--- config.mk ---
export PLATFORM = sky130hd
export DESIGN_NAME = ex_issue
export DESIGN_NICKNAME = d
export VERILOG_FILES = /design/src/rtl/ex_issue_pkg.sv /design/src/rtl/ex_issue_fwd_mux.sv /design/src/rtl/ex_issue.sv
export SDC_FILE = /design/constraint.sdc
export NUM_CORES = 1
export LEC_CHECK = 0
export ABC_AREA = 0
export CORE_MARGIN = 2
export CORE_UTILIZATION = 43
export DETAILED_ROUTE_END_ITERATION = 8
export PLACE_DENSITY = 0.79
export SLEW_MARGIN = 5
export SYNTH_ARGS = -nofsm -noshare
export SYNTH_HDL_FRONTEND = slang
export SYNTH_SLANG_ARGS = --single-unit
--- constraint.sdc ---
create_clock -name clk -period 3 [get_ports clk]
set_clock_uncertainty 0.1 [all_clocks]
set_input_delay 0.3 -clock clk [delete_from_list [all_inputs] [get_ports clk]]
set_output_delay 0.3 -clock clk [all_outputs]
set_load 0.02 [all_outputs]
--- src/rtl/ex_issue_pkg.sv ---
// ex_issue_pkg -- shared definitions for the EX issue stage.
//   NREG      : default register-file depth
//   RW        : register index width, log2(NREG)
//   DATA_W    : operand width
//   alu_cmd_e : ALU command encodings carried on cmd
package ex_issue_pkg;

    localparam int NREG   = 8;
    localparam int RW     = $clog2(NREG);
    localparam int DATA_W = 16;

    typedef enum logic [2:0] {
        CMD_ADD = 3'b000,
        CMD_SUB = 3'b001,
        CMD_SHL = 3'b010,
        CMD_GT  = 3'b011,
        CMD_SHR = 3'b100,
        CMD_AND = 3'b101,
        CMD_OR  = 3'b110,
        CMD_EQ  = 3'b111
    } alu_cmd_e;

endpackage

--- src/rtl/ex_issue_fwd_mux.sv ---
// ex_issue_fwd_mux -- per-operand source select for the issue stage.
// Build option: ISSUE_FORWARD_EN adds the EX/MEM and MEM/WB bypass ports
// and selects them ahead of the held register data; without it the operand
// is the held register data only.
// Ports:
//   rs        in  RW     held source index (index 0 reads as zero)
//   reg_data  in  16     held register-file data
//   mem_*     in         EX/MEM producer (ISSUE_FORWARD_EN only)
//   wb_*      in         MEM/WB producer (ISSUE_FORWARD_EN only)
//   op        out 16     selected operand
module ex_issue_fwd_mux #(
    parameter int RW = ex_issue_pkg::RW
) (
    input  logic [RW-1:0] rs,
    input  logic [15:0]   reg_data,
`ifdef ISSUE_FORWARD_EN
    input  logic          mem_wr_en,
    input  logic [RW-1:0] mem_rd,
    input  logic [15:0]   mem_res,
    input  logic          mem_is_load,
    input  logic          wb_wr_en,
    input  logic [RW-1:0] wb_rd,
    input  logic [15:0]   wb_data,
`endif
    output logic [15:0]   op
);
    import ex_issue_pkg::*;

    logic [DATA_W-1:0] sel;

    // A load in EX/MEM has no result yet; the load-use bubble guarantees
    // the consumer picks it up from MEM/WB one cycle later instead.
    always_comb begin
        sel = reg_data;
        if (rs == '0) begin
            sel = '0;
        end
`ifdef ISSUE_FORWARD_EN
        else if (mem_wr_en && !mem_is_load && (mem_rd == rs)) begin
            sel = mem_res;
        end else if (wb_wr_en && (wb_rd == rs)) begin
            sel = wb_data;
        end
`endif
    end

    assign op = sel;

endmodule

--- src/rtl/ex_issue.sv ---
// ex_issue -- ID/EX pipeline register with operand forwarding and hazard
// control, feeding the ALU.
// Build option: ISSUE_FORWARD_EN enables EX/MEM and MEM/WB forwarding (only
// load-use stalls). Without it any RAW dependency on the EX, EX/MEM or
// MEM/WB producer holds the decoded instruction until that producer retires.
// Ports:
//   clk, rst_n                 clock, asynchronous active-low reset
//   id_valid / id_ready        decoded-instruction handshake
//   id_rs1/id_rs2, *_data      source indices and register-file reads
//   id_imm, id_use_imm         immediate and OP2 source select
//   id_cmd, id_rd, id_wr_en,
//   id_is_load                 instruction payload
//   flush                      kill the instruction in the stage
//   ex_stall                   downstream hold
//   mem_*, wb_*                EX/MEM and MEM/WB producers
//   OP1, OP2, cmd              ALU operands and command
//   ex_valid, ex_rd, ex_wr_en,
//   ex_is_load                 issued-instruction status
//   stall_cnt                  saturating count of refused id_valid cycles
module ex_issue #(
    parameter  int NREG = ex_issue_pkg::NREG,
    localparam int RW   = $clog2(NREG)
) (
    input  logic          clk,
    input  logic          rst_n,
    input  logic          id_valid,
    output logic          id_ready,
    input  logic [RW-1:0] id_rs1,
    input  logic [RW-1:0] id_rs2,
    input  logic [15:0]   id_rs1_data,
    input  logic [15:0]   id_rs2_data,
    input  logic [15:0]   id_imm,
    input  logic          id_use_imm,
    input  logic [2:0]    id_cmd,
    input  logic [RW-1:0] id_rd,
    input  logic          id_wr_en,
    input  logic          id_is_load,
    input  logic          flush,
    input  logic          ex_stall,
    input  logic          mem_wr_en,
    input  logic [RW-1:0] mem_rd,
    input  logic [15:0]   mem_res,
    input  logic          mem_is_load,
    input  logic          wb_wr_en,
    input  logic [RW-1:0] wb_rd,
    input  logic [15:0]   wb_data,
    output logic [15:0]   OP1,
    output logic [15:0]   OP2,
    output logic [2:0]    cmd,
    output logic          ex_valid,
    output logic [RW-1:0] ex_rd,
    output logic          ex_wr_en,
    output logic          ex_is_load,
    output logic [15:0]   stall_cnt
);
    import ex_issue_pkg::*;

    function automatic logic [15:0] sat_inc(input logic [15:0] v);
        return (v == 16'hFFFF) ? v : v + 16'd1;
    endfunction

    // True when a producer writing rd feeds a source the decoded instruction
    // actually reads (rs2 is ignored when OP2 comes from the immediate).
    function automatic logic src_match(input logic [RW-1:0] rd,
                                       input logic [RW-1:0] rs1,
                                       input logic [RW-1:0] rs2,
                                       input logic          use_imm);
        return (rd != '0) && ((rd == rs1) || (!use_imm && (rd == rs2)));
    endfunction

    logic                vld_p1;
    logic                wr_en_p1;
    logic                is_load_p1;
    logic [RW-1:0]       rd_p1;
    logic [RW-1:0]       rs1_p1;
    logic [RW-1:0]       rs2_p1;
    logic [DATA_W-1:0]   rs1_data_p1;
    logic [DATA_W-1:0]   rs2_data_p1;
    logic [DATA_W-1:0]   imm_p1;
    logic                use_imm_p1;
    alu_cmd_e            cmd_p1;
    logic [15:0]         stall_cnt_q;
    logic                hazard;
    logic [DATA_W-1:0]   op1_fwd;
    logic [DATA_W-1:0]   op2_fwd;

    // ID stage: hazard detection and handshake
`ifdef ISSUE_FORWARD_EN
    assign hazard = vld_p1 && is_load_p1 && wr_en_p1 &&
                    src_match(rd_p1, id_rs1, id_rs2, id_use_imm);
`else
    assign hazard = (vld_p1 && wr_en_p1 && src_match(rd_p1, id_rs1, id_rs2, id_use_imm)) ||
                    (mem_wr_en && src_match(mem_rd, id_rs1, id_rs2, id_use_imm)) ||
                    (wb_wr_en && src_match(wb_rd, id_rs1, id_rs2, id_use_imm));

    // Producer data and load flag only matter when bypassing.
    logic unused_nofwd;
    assign unused_nofwd = ^{mem_res, wb_data, mem_is_load};
`endif

    assign id_ready = !ex_stall && !hazard;

    // ID/EX boundary: flush beats stall, stall beats capture; a refused or
    // absent instruction becomes a bubble with its side effects cleared.
    always_ff @(posedge clk or negedge rst_n) begin
        if (!rst_n) begin
            vld_p1      <= 1'b0;
            wr_en_p1    <= 1'b0;
            is_load_p1  <= 1'b0;
            rd_p1       <= '0;
            rs1_p1      <= '0;
            rs2_p1      <= '0;
            rs1_data_p1 <= '0;
            rs2_data_p1 <= '0;
            imm_p1      <= '0;
            use_imm_p1  <= 1'b0;
            cmd_p1      <= CMD_ADD;
        end else if (flush) begin
            vld_p1     <= 1'b0;
            wr_en_p1   <= 1'b0;
            is_load_p1 <= 1'b0;
        end else if (!ex_stall) begin
            if (id_valid && id_ready) begin
                vld_p1      <= 1'b1;
                wr_en_p1    <= id_wr_en;
                is_load_p1  <= id_is_load;
                rd_p1       <= id_rd;
                rs1_p1      <= id_rs1;
                rs2_p1      <= id_rs2;
                rs1_data_p1 <= id_rs1_data;
                rs2_data_p1 <= id_rs2_data;
                imm_p1      <= id_imm;
                use_imm_p1  <= id_use_imm;
                cmd_p1      <= alu_cmd_e'(id_cmd);
            end else begin
                vld_p1     <= 1'b0;
                wr_en_p1   <= 1'b0;
                is_load_p1 <= 1'b0;
            end
        end
    end

    always_ff @(posedge clk or negedge rst_n) begin
        if (!rst_n) begin
            stall_cnt_q <= '0;
        end else if (id_valid && !id_ready) begin
            stall_cnt_q <= sat_inc(stall_cnt_q);
        end
    end

    // EX stage: operand selection toward the ALU
    ex_issue_fwd_mux #(.RW(RW)) u_fwd_mux_op1 (
        .rs          (rs1_p1),
        .reg_data    (rs1_data_p1),
`ifdef ISSUE_FORWARD_EN
        .mem_wr_en   (mem_wr_en),
        .mem_rd      (mem_rd),
        .mem_res     (mem_res),
        .mem_is_load (mem_is_load),
        .wb_wr_en    (wb_wr_en),
        .wb_rd       (wb_rd),
        .wb_data     (wb_data),
`endif
        .op          (op1_fwd)
    );

    ex_issue_fwd_mux #(.RW(RW)) u_fwd_mux_op2 (
        .rs          (rs2_p1),
        .reg_data    (rs2_data_p1),
`ifdef ISSUE_FORWARD_EN
        .mem_wr_en   (mem_wr_en),
        .mem_rd      (mem_rd),
        .mem_res     (mem_res),
        .mem_is_load (mem_is_load),
        .wb_wr_en    (wb_wr_en),
        .wb_rd       (wb_rd),
        .wb_data     (wb_data),
`endif
        .op          (op2_fwd)
    );

    assign OP1        = op1_fwd;
    assign OP2        = use_imm_p1 ? imm_p1 : op2_fwd;
    assign cmd        = cmd_p1;
    assign ex_valid   = vld_p1;
    assign ex_rd      = rd_p1;
    assign ex_wr_en   = wr_en_p1;
    assign ex_is_load = is_load_p1;
    assign stall_cnt  = stall_cnt_q;

endmodule

==> impl_metrics.json, run 1 <==
{
  "port_buffers": 133,
  "cts_buffers": 9,
  "ant_nets": 0,
  "start_util": 0.449,
  "dp_hpwl_microns": 6750,
  "diodes": 0,
  "clkSinkCount": 80,
  "criticalPathCategory": "in2reg",
  "clkTransAtPathRegs_ns": 0.09,
  "grt_max_degree": 81,
  "rows": 34,
  "synth-edff-count": 0,
  "rsz0062_at_grt": "no",
  "ir_worst_vdd_v": 0.000416,
  "cpMaxStageDelayCell": "clkdlybuf4s50_1",
  "dp.cells": 521,
  "crit_path_frequent_cell": "buf_12",
  "cp-end-kind": "register",
  "path_cells": "clkdlybuf4s50_1 > xor2_1 > or4_1 > a21oi_1 > or4_4 > nor3b_4 > buf_12 > buf_12 > mux2_4",
  "die_w_microns": 99.8,
  "max_slew_margin": 0.332,
  "worstPathMaxFanout": 16,
  "dr_total_vias": 2772,
  "yosysSeqAreaShare": 0.507,
  "cap_violations": 0,
  "cp.arrival_ns": 2.81,
  "wire_per_inst_microns": 17.2,
  "fmax_ghz": 0.372,
  "power.total_w": 0.00383,
  "stdcell_count": 537,
  "fp.dieArea_sq_um": 9970,
  "io_pins": 167,
  "postSynthAreaPerCell_sq_um": 14.1,
  "synthFlopType": "dfrtp_1",
  "finalCriticalPeriod_ns": 2.69,
  "finalCritPeriodShare": 0.896,
  "hp-class": "in2async",
  "leakagePower_nw": 2.41,
  "fp.dieH_microns": 99.8,
  "setup_violations": 0,
  "ys_warn_count": 0,
  "drc_errors": 0,
  "grt_first_pass_wirelength_microns": 15500,
  "grtUsageTotal": 0.195,
  "antenna_found_initial": 0,
  "finalWorstSetupSlack_ns": 0.313,
  "hold_viol_final": 0,
  "cts.hold.buffers_added": 0,
  "startpoint_type": "input port",
  "slew_violations": 0,
  "synth_cell_types": 32,
  "utilization": 0.640,
  "clk-insertion-delay-late_ns": 0.34,
  "tightestPinTransition_ns": 1.00,
  "netlist_instances": 280,
  "place.gp.congestion": 0.808,
  "setup_tns_ns": 0,
  "fill_cells": 697,
  "netlist_area_sq_um": 3950,
  "cts_tree": "done",
  "htree_levels": 3,
  "drt-total-wl_microns": 9210,
  "slowest_delay_ns": 0.59,
  "cp.required_ns": 3.12,
  "area_growth_pct": 42.7,
  "pre_cts_ws_ns": -0.0332,
  "nets": 534,
  "cts_root_buf": "clkbuf_8",
  "power_per_cell_area_nw_per_um2": 679,
  "outcome": "completed",
  "vias_per_cell": 5.16,
  "synth_nets": 390,
  "dr.pass1.iters": 4,
  "grt_pass1_vias": 3059,
  "clockBufferDepth": 2,
  "drtIter0Drc": 82,
  "async_flop_share": 1.00,
  "ys_seq_elements": 80,
  "grt-ovfl-total": 0,
  "core_area_sq_um": 8810,
  "drive_gt1_frac": 0.205
}
## stage by stage
| step | hold slack (ns) | area (sq um) |
|---|---|---|
| after floorplan | -0.0956 | 3950 |
| after global placement | 0.361 | 5440 |
| after detailed placement | 0.372 | 5440 |
| after CTS | 0.0605 | 5630 |
| after global routing | 0.0941 | 5640 |
| final | 0.0141 | 5640 |
## cell usage after synthesis (2+ instances only)
cell	n	share of area
xor2_1	13	0.029
xnor2_1	20	0.044
or4_1	3	0.0057
nand4_1	6	0.0095
o31ai_1	2	0.0038
mux2_1	7	0.020
dfrtp_1	80	0.51
nor3b_1	2	0.0038
a21oi_1	3	0.0038
nand3_1	12	0.015
and4_1	3	0.0067
nor3b_2	2	0.0063
nor2_1	5	0.0048
clkbuf_1	5	0.0048
mux2_2	5	0.014
and3_1	5	0.0079
buf_12	5	0.025
a22o_1	18	0.040
nand2_1	3	0.0029
mux2_4	50	0.19
nor3_1	4	0.0051
nor2b_1	17	0.027
## report_power, final
group	switching (W)	total, W	internal (W)
registers	0.000188	0.00151	0.00133
logic	0.000642	0.00152	0.000879
clock network	0.000388	0.000794	0.000407
total	0.00122	0.00383	0.00261
## timing repair
item                                    in CTS  in global routing
hold endpoints to repair                     0                  0
setup buffers                                0                  0
gates resized for setup                      0                  1
endpoints found under the setup margin       0                  1
## critical path, delay by kind of cell
family | cells | cell delay (ns)
buffers and inverters | 3 | 0.97
AND/OR/NAND/NOR | 3 | 0.97
AO/OA/AOI/OAI | 1 | 0.06
multiplexers | 1 | 0.31
XOR/XNOR | 1 | 0.18
## flip-flops by register name (all words and copies together) (netlist names)
| register | flops |
|---|---|
| imm_p1 | 16 |
| rs1_data_p1 | 16 |
| rs2_data_p1 | 16 |
| stall_cnt | 16 |
| cmd | 3 |
| ex_rd | 3 |
| rs1_p1 | 3 |
| rs2_p1 | 3 |
| ex_is_load | 1 |
| ex_valid | 1 |
| ex_wr_en | 1 |
| use_imm_p1 | 1 |
## area by class of cell
class | instances | area (sq um) | share of cell area
clock buffer | 11 | 141 | 0.0251
clock inverter | 5 | 56.3 | 0.00999
inverter | 1 | 3.75 | 0.000666
multi-input combinational | 186 | 1810 | 0.321
sequential | 80 | 2000 | 0.355
tap | 108 | 135 | 0.0240
timing repair buffer | 146 | 1490 | 0.265
## per-layer routing
layer,global-route usage,wire length (microns),vias up
li1,-,-,1296
met1,0.255,4020,1386
met2,0.320,4620,77
met3,0.0383,401,13
met4,0.0769,172,0
met5,0,0,-
## path summary, 6_finish.rpt
check	from	slack, ns	cells after the start	end
setup / recovery	id_rs2[2]	0.31	9	rs2_data_p1[12]
hold / removal	rst_n	0.01	1	rs2_data_p1[6]
setup reg to reg	ex_rd[0]	0.40	7	rs2_data_p1[12]
hold reg to reg	rs1_data_p1[14]	0.39	1	rs1_data_p1[14]
max in group asynchronous	rst_n	2.12	1	rs1_data_p1[14]
min in group clk	rs1_data_p1[14]	0.39	1	rs1_data_p1[14]
## cell families (layout without fill, tap and decap cells)
| group | after synthesis | after routing | synth area share |
|---|---|---|---|
| flip-flops | 80 | 80 | 0.507 |
| AND/OR/NAND/NOR | 65 | 65 | 0.102 |
| XOR/XNOR | 33 | 33 | 0.0732 |
| adder cells (fa/ha/maj) | 1 | 1 | 0.00317 |
| multiplexers | 62 | 62 | 0.224 |
| AO/OA/AOI/OAI | 25 | 25 | 0.0516 |
| buffers and inverters | 14 | 163 | 0.0386 |
## layout by cell type (no fill, tap or decap), types with 2 or more instances in the layout
| cell type | count |
|---|---|
| buf_12 | 5 |
| mux2_4 | 50 |
| and4_1 | 3 |
| o31ai_1 | 2 |
| dfrtp_1 | 80 |
| a22o_1 | 18 |
| nand2_1 | 3 |
| xor2_1 | 13 |
| clkbuf_8 | 10 |
| and3_1 | 5 |
| clkinv_2 | 2 |
| or4_1 | 3 |
| nand4_1 | 6 |
| a21oi_1 | 3 |
| clkdlybuf4s50_1 | 131 |
| nor3b_1 | 2 |
| nand3_1 | 12 |
| nor2_1 | 5 |
| nor3_1 | 3 |
| mux2_2 | 5 |
| buf_4 | 9 |
| nor2b_1 | 17 |
| mux2_1 | 7 |
| xnor2_1 | 20 |
Power figures use the tool's default switching activity.
==> run 2, diff against run 1 <==
--- a/config.mk
+++ b/config.mk
@@ -7,9 +7,10 @@
 export LEC_CHECK = 0
 export ABC_AREA = 0
 export CORE_MARGIN = 2
-export CORE_UTILIZATION = 43
+export CORE_UTILIZATION = 46
 export DETAILED_ROUTE_END_ITERATION = 8
-export PLACE_DENSITY = 0.79
+export DONT_BUFFER_PORTS = 1
+export PLACE_DENSITY = 0.59
 export SLEW_MARGIN = 5
 export SYNTH_ARGS = -nofsm -noshare
 export SYNTH_HDL_FRONTEND = slang
==> impl_metrics.json, run 2 (synthesis gave the netlist of run 1 again) <==
{
  "outcome": "completed",
  "min_delay_path_depth": 2,
  "dr.pass1.iters": 4,
  "leakagePower_nw": 2.14,
  "drive_gt1_frac": 0.237,
  "cp.arrival_ns": 2.35,
  "postCtsSetupBuffers": 0,
  "cpMaxStageDelayCell": "dfrtp_1",
  "fp.dieArea_sq_um": 9340,
  "die_w_microns": 96.7,
  "tightestPinTransition_ns": 0.989,
  "cp-end-kind": "primary output",
  "rsz0062_at_grt": "no",
  "diodes": 0,
  "cp.required_ns": 2.60,
  "utilization": 0.595,
  "fill_cells": 655,
  "finalCritPeriodShare": 0.917,
  "hp-class": "in2reg",
  "drt-total-wl_microns": 8520,
  "slowest_delay_ns": 0.52,
  "dp_hpwl_microns": 5440,
  "cts_buffers": 9,
  "fp.dieH_microns": 96.7,
  "power.total_w": 0.00331,
  "drtIter0Drc": 62,
  "hp-start": "id_valid",
  "dr_total_vias": 2504,
  "ant_nets": 0,
  "grtUsageTotal": 0.191,
  "vias_per_cell": 5.41,
  "final_common_cell": "dfrtp_1",
  "power_per_cell_area_nw_per_um2": 674,
  "antenna_found_initial": 0,
  "place.gp.congestion": 0.760,
  "cp_top_family": "simple AND/OR/NAND/NOR gates",
  "crit_path_frequent_cell": "buf_4",
  "cts.hold.buffers_added": 66,
  "startpoint_type": "register",
  "register_area_sq_um": 2000,
  "cts_tree": "done",
  "grt-ovfl-total": 0,
  "whs_ns": 0.0499,
  "finalCriticalPeriod_ns": 2.75,
  "clkSinkCount": 80,
  "r2r_end": "rs1_data_p1[9]",
  "hold_viol_final": 0,
  "core_area_sq_um": 8260,
  "cap_violations": 0,
  "clk-insertion-delay-late_ns": 0.35,
  "worstPathMaxFanout": 12,
  "start_util": 0.478,
  "regToRegSetupSlack_ns": 0.28,
  "setup_tns_ns": 0,
  "hold_path_end": "stall_cnt[2]",
  "drc_errors": 0,
  "max_slew_margin": 0.337,
  "grt_first_pass_wirelength_microns": 14400,
  "ir_worst_vdd_v": 0.000349,
  "crit_buf_inv": 3,
  "grt_pass1_vias": 2675,
  "path_cells": "xor2_1 > or4_1 > a21oi_1 > or4_4 > buf_4 > inv_1 > buf_4",
  "grt_max_degree": 81,
  "dp.cells": 381,
  "htree_levels": 3,
  "cts_root_buf": "clkbuf_8",
  "final_cell_mix": "dfrtp_1, dlygate4sd3_1, mux2_4",
  "setup_violations": 0,
  "fmax_ghz": 0.363,
  "rr_startpoint": "ex_rd[1]",
  "reg2reg_depth": 7,
  "area_growth_pct": 24.3,
  "clkTransAtPathRegs_ns": 0.08,
  "nets": 463,
  "criticalPathCategory": "reg2out",
  "wire_per_inst_microns": 18.4,
  "rows": 33,
  "port_buffers": 0,
  "stdcell_count": 463,
  "clockBufferDepth": 2,
  "multiInputGateArea_sq_um": 1810,
  "io_pins": 167,
  "slew_violations": 0,
  "post_cts_resized": 0
}
## run 2: cell count changes in the layout (fill, tap and decap cells not counted), sizes merged
cell and change:
buf -4, bufinv -1, clkdlybuf4s50 -131, clkinv +1, dlygate4sd3 +65, dlymetal6s2s -1
## run 2: worst max-delay path by stage
stage | startpoint | endpoint | slack [ns] | cells past startpoint
after detailed placement | ex_rd[2] | rs1_data_p1[3] | 0.31 | 8
after CTS | ex_rd[2] | id_ready | 0.22 | 7
after global placement | ex_rd[1] | rs1_data_p1[3] | 0.31 | 7
after floorplan | ex_rd[0] | ex_rd[0] | 0.54 | 7
after global routing | ex_rd[1] | rs1_data_p1[11] | 0.12 | 7
final | ex_rd[2] | id_ready | 0.25 | 7
## run 2: report_power, final
group | switching [W] | internal [W]
registers | 0.000295 | 0.00132
logic | 0.000465 | 0.000493
clock network | 0.000391 | 0.000343
total | 0.00115 | 0.00216
## run 2: final cells by class
cell class	count	area share
flip-flops and latches	80	0.408
multi-input cells	186	0.368
repair buffers	75	0.160
clock buffers	11	0.0308
well taps	105	0.0268
clock inverters	5	0.00637
inverters	1	0.000765
## run 2: worst reg2reg max path, stage by stage, from the launching register on
cell      delay, ns
dfrtp_1        0.51
o311ai_0       0.36
a21oi_1        0.08
or4_4          0.51
nor3b_4        0.28
buf_12         0.20
buf_12         0.23
mux2_4         0.33
## run 2: layer usage
metal,track usage,routed length [microns],vias to the layer above
li1,-,-,1151
met1,0.281,4000,1248
met2,0.276,3870,95
met3,0.0499,529,10
met4,0.0628,119,0
met5,0,0,-
## run 2: stage by stage
stage	worst slack [ns]	instance area, sq um
detailed placement	0.305	4050
CTS	0.221	4910
global route	0.119	4910
floorplan	0.541	3950
global placement	0.310	4050
finish	0.248	4910
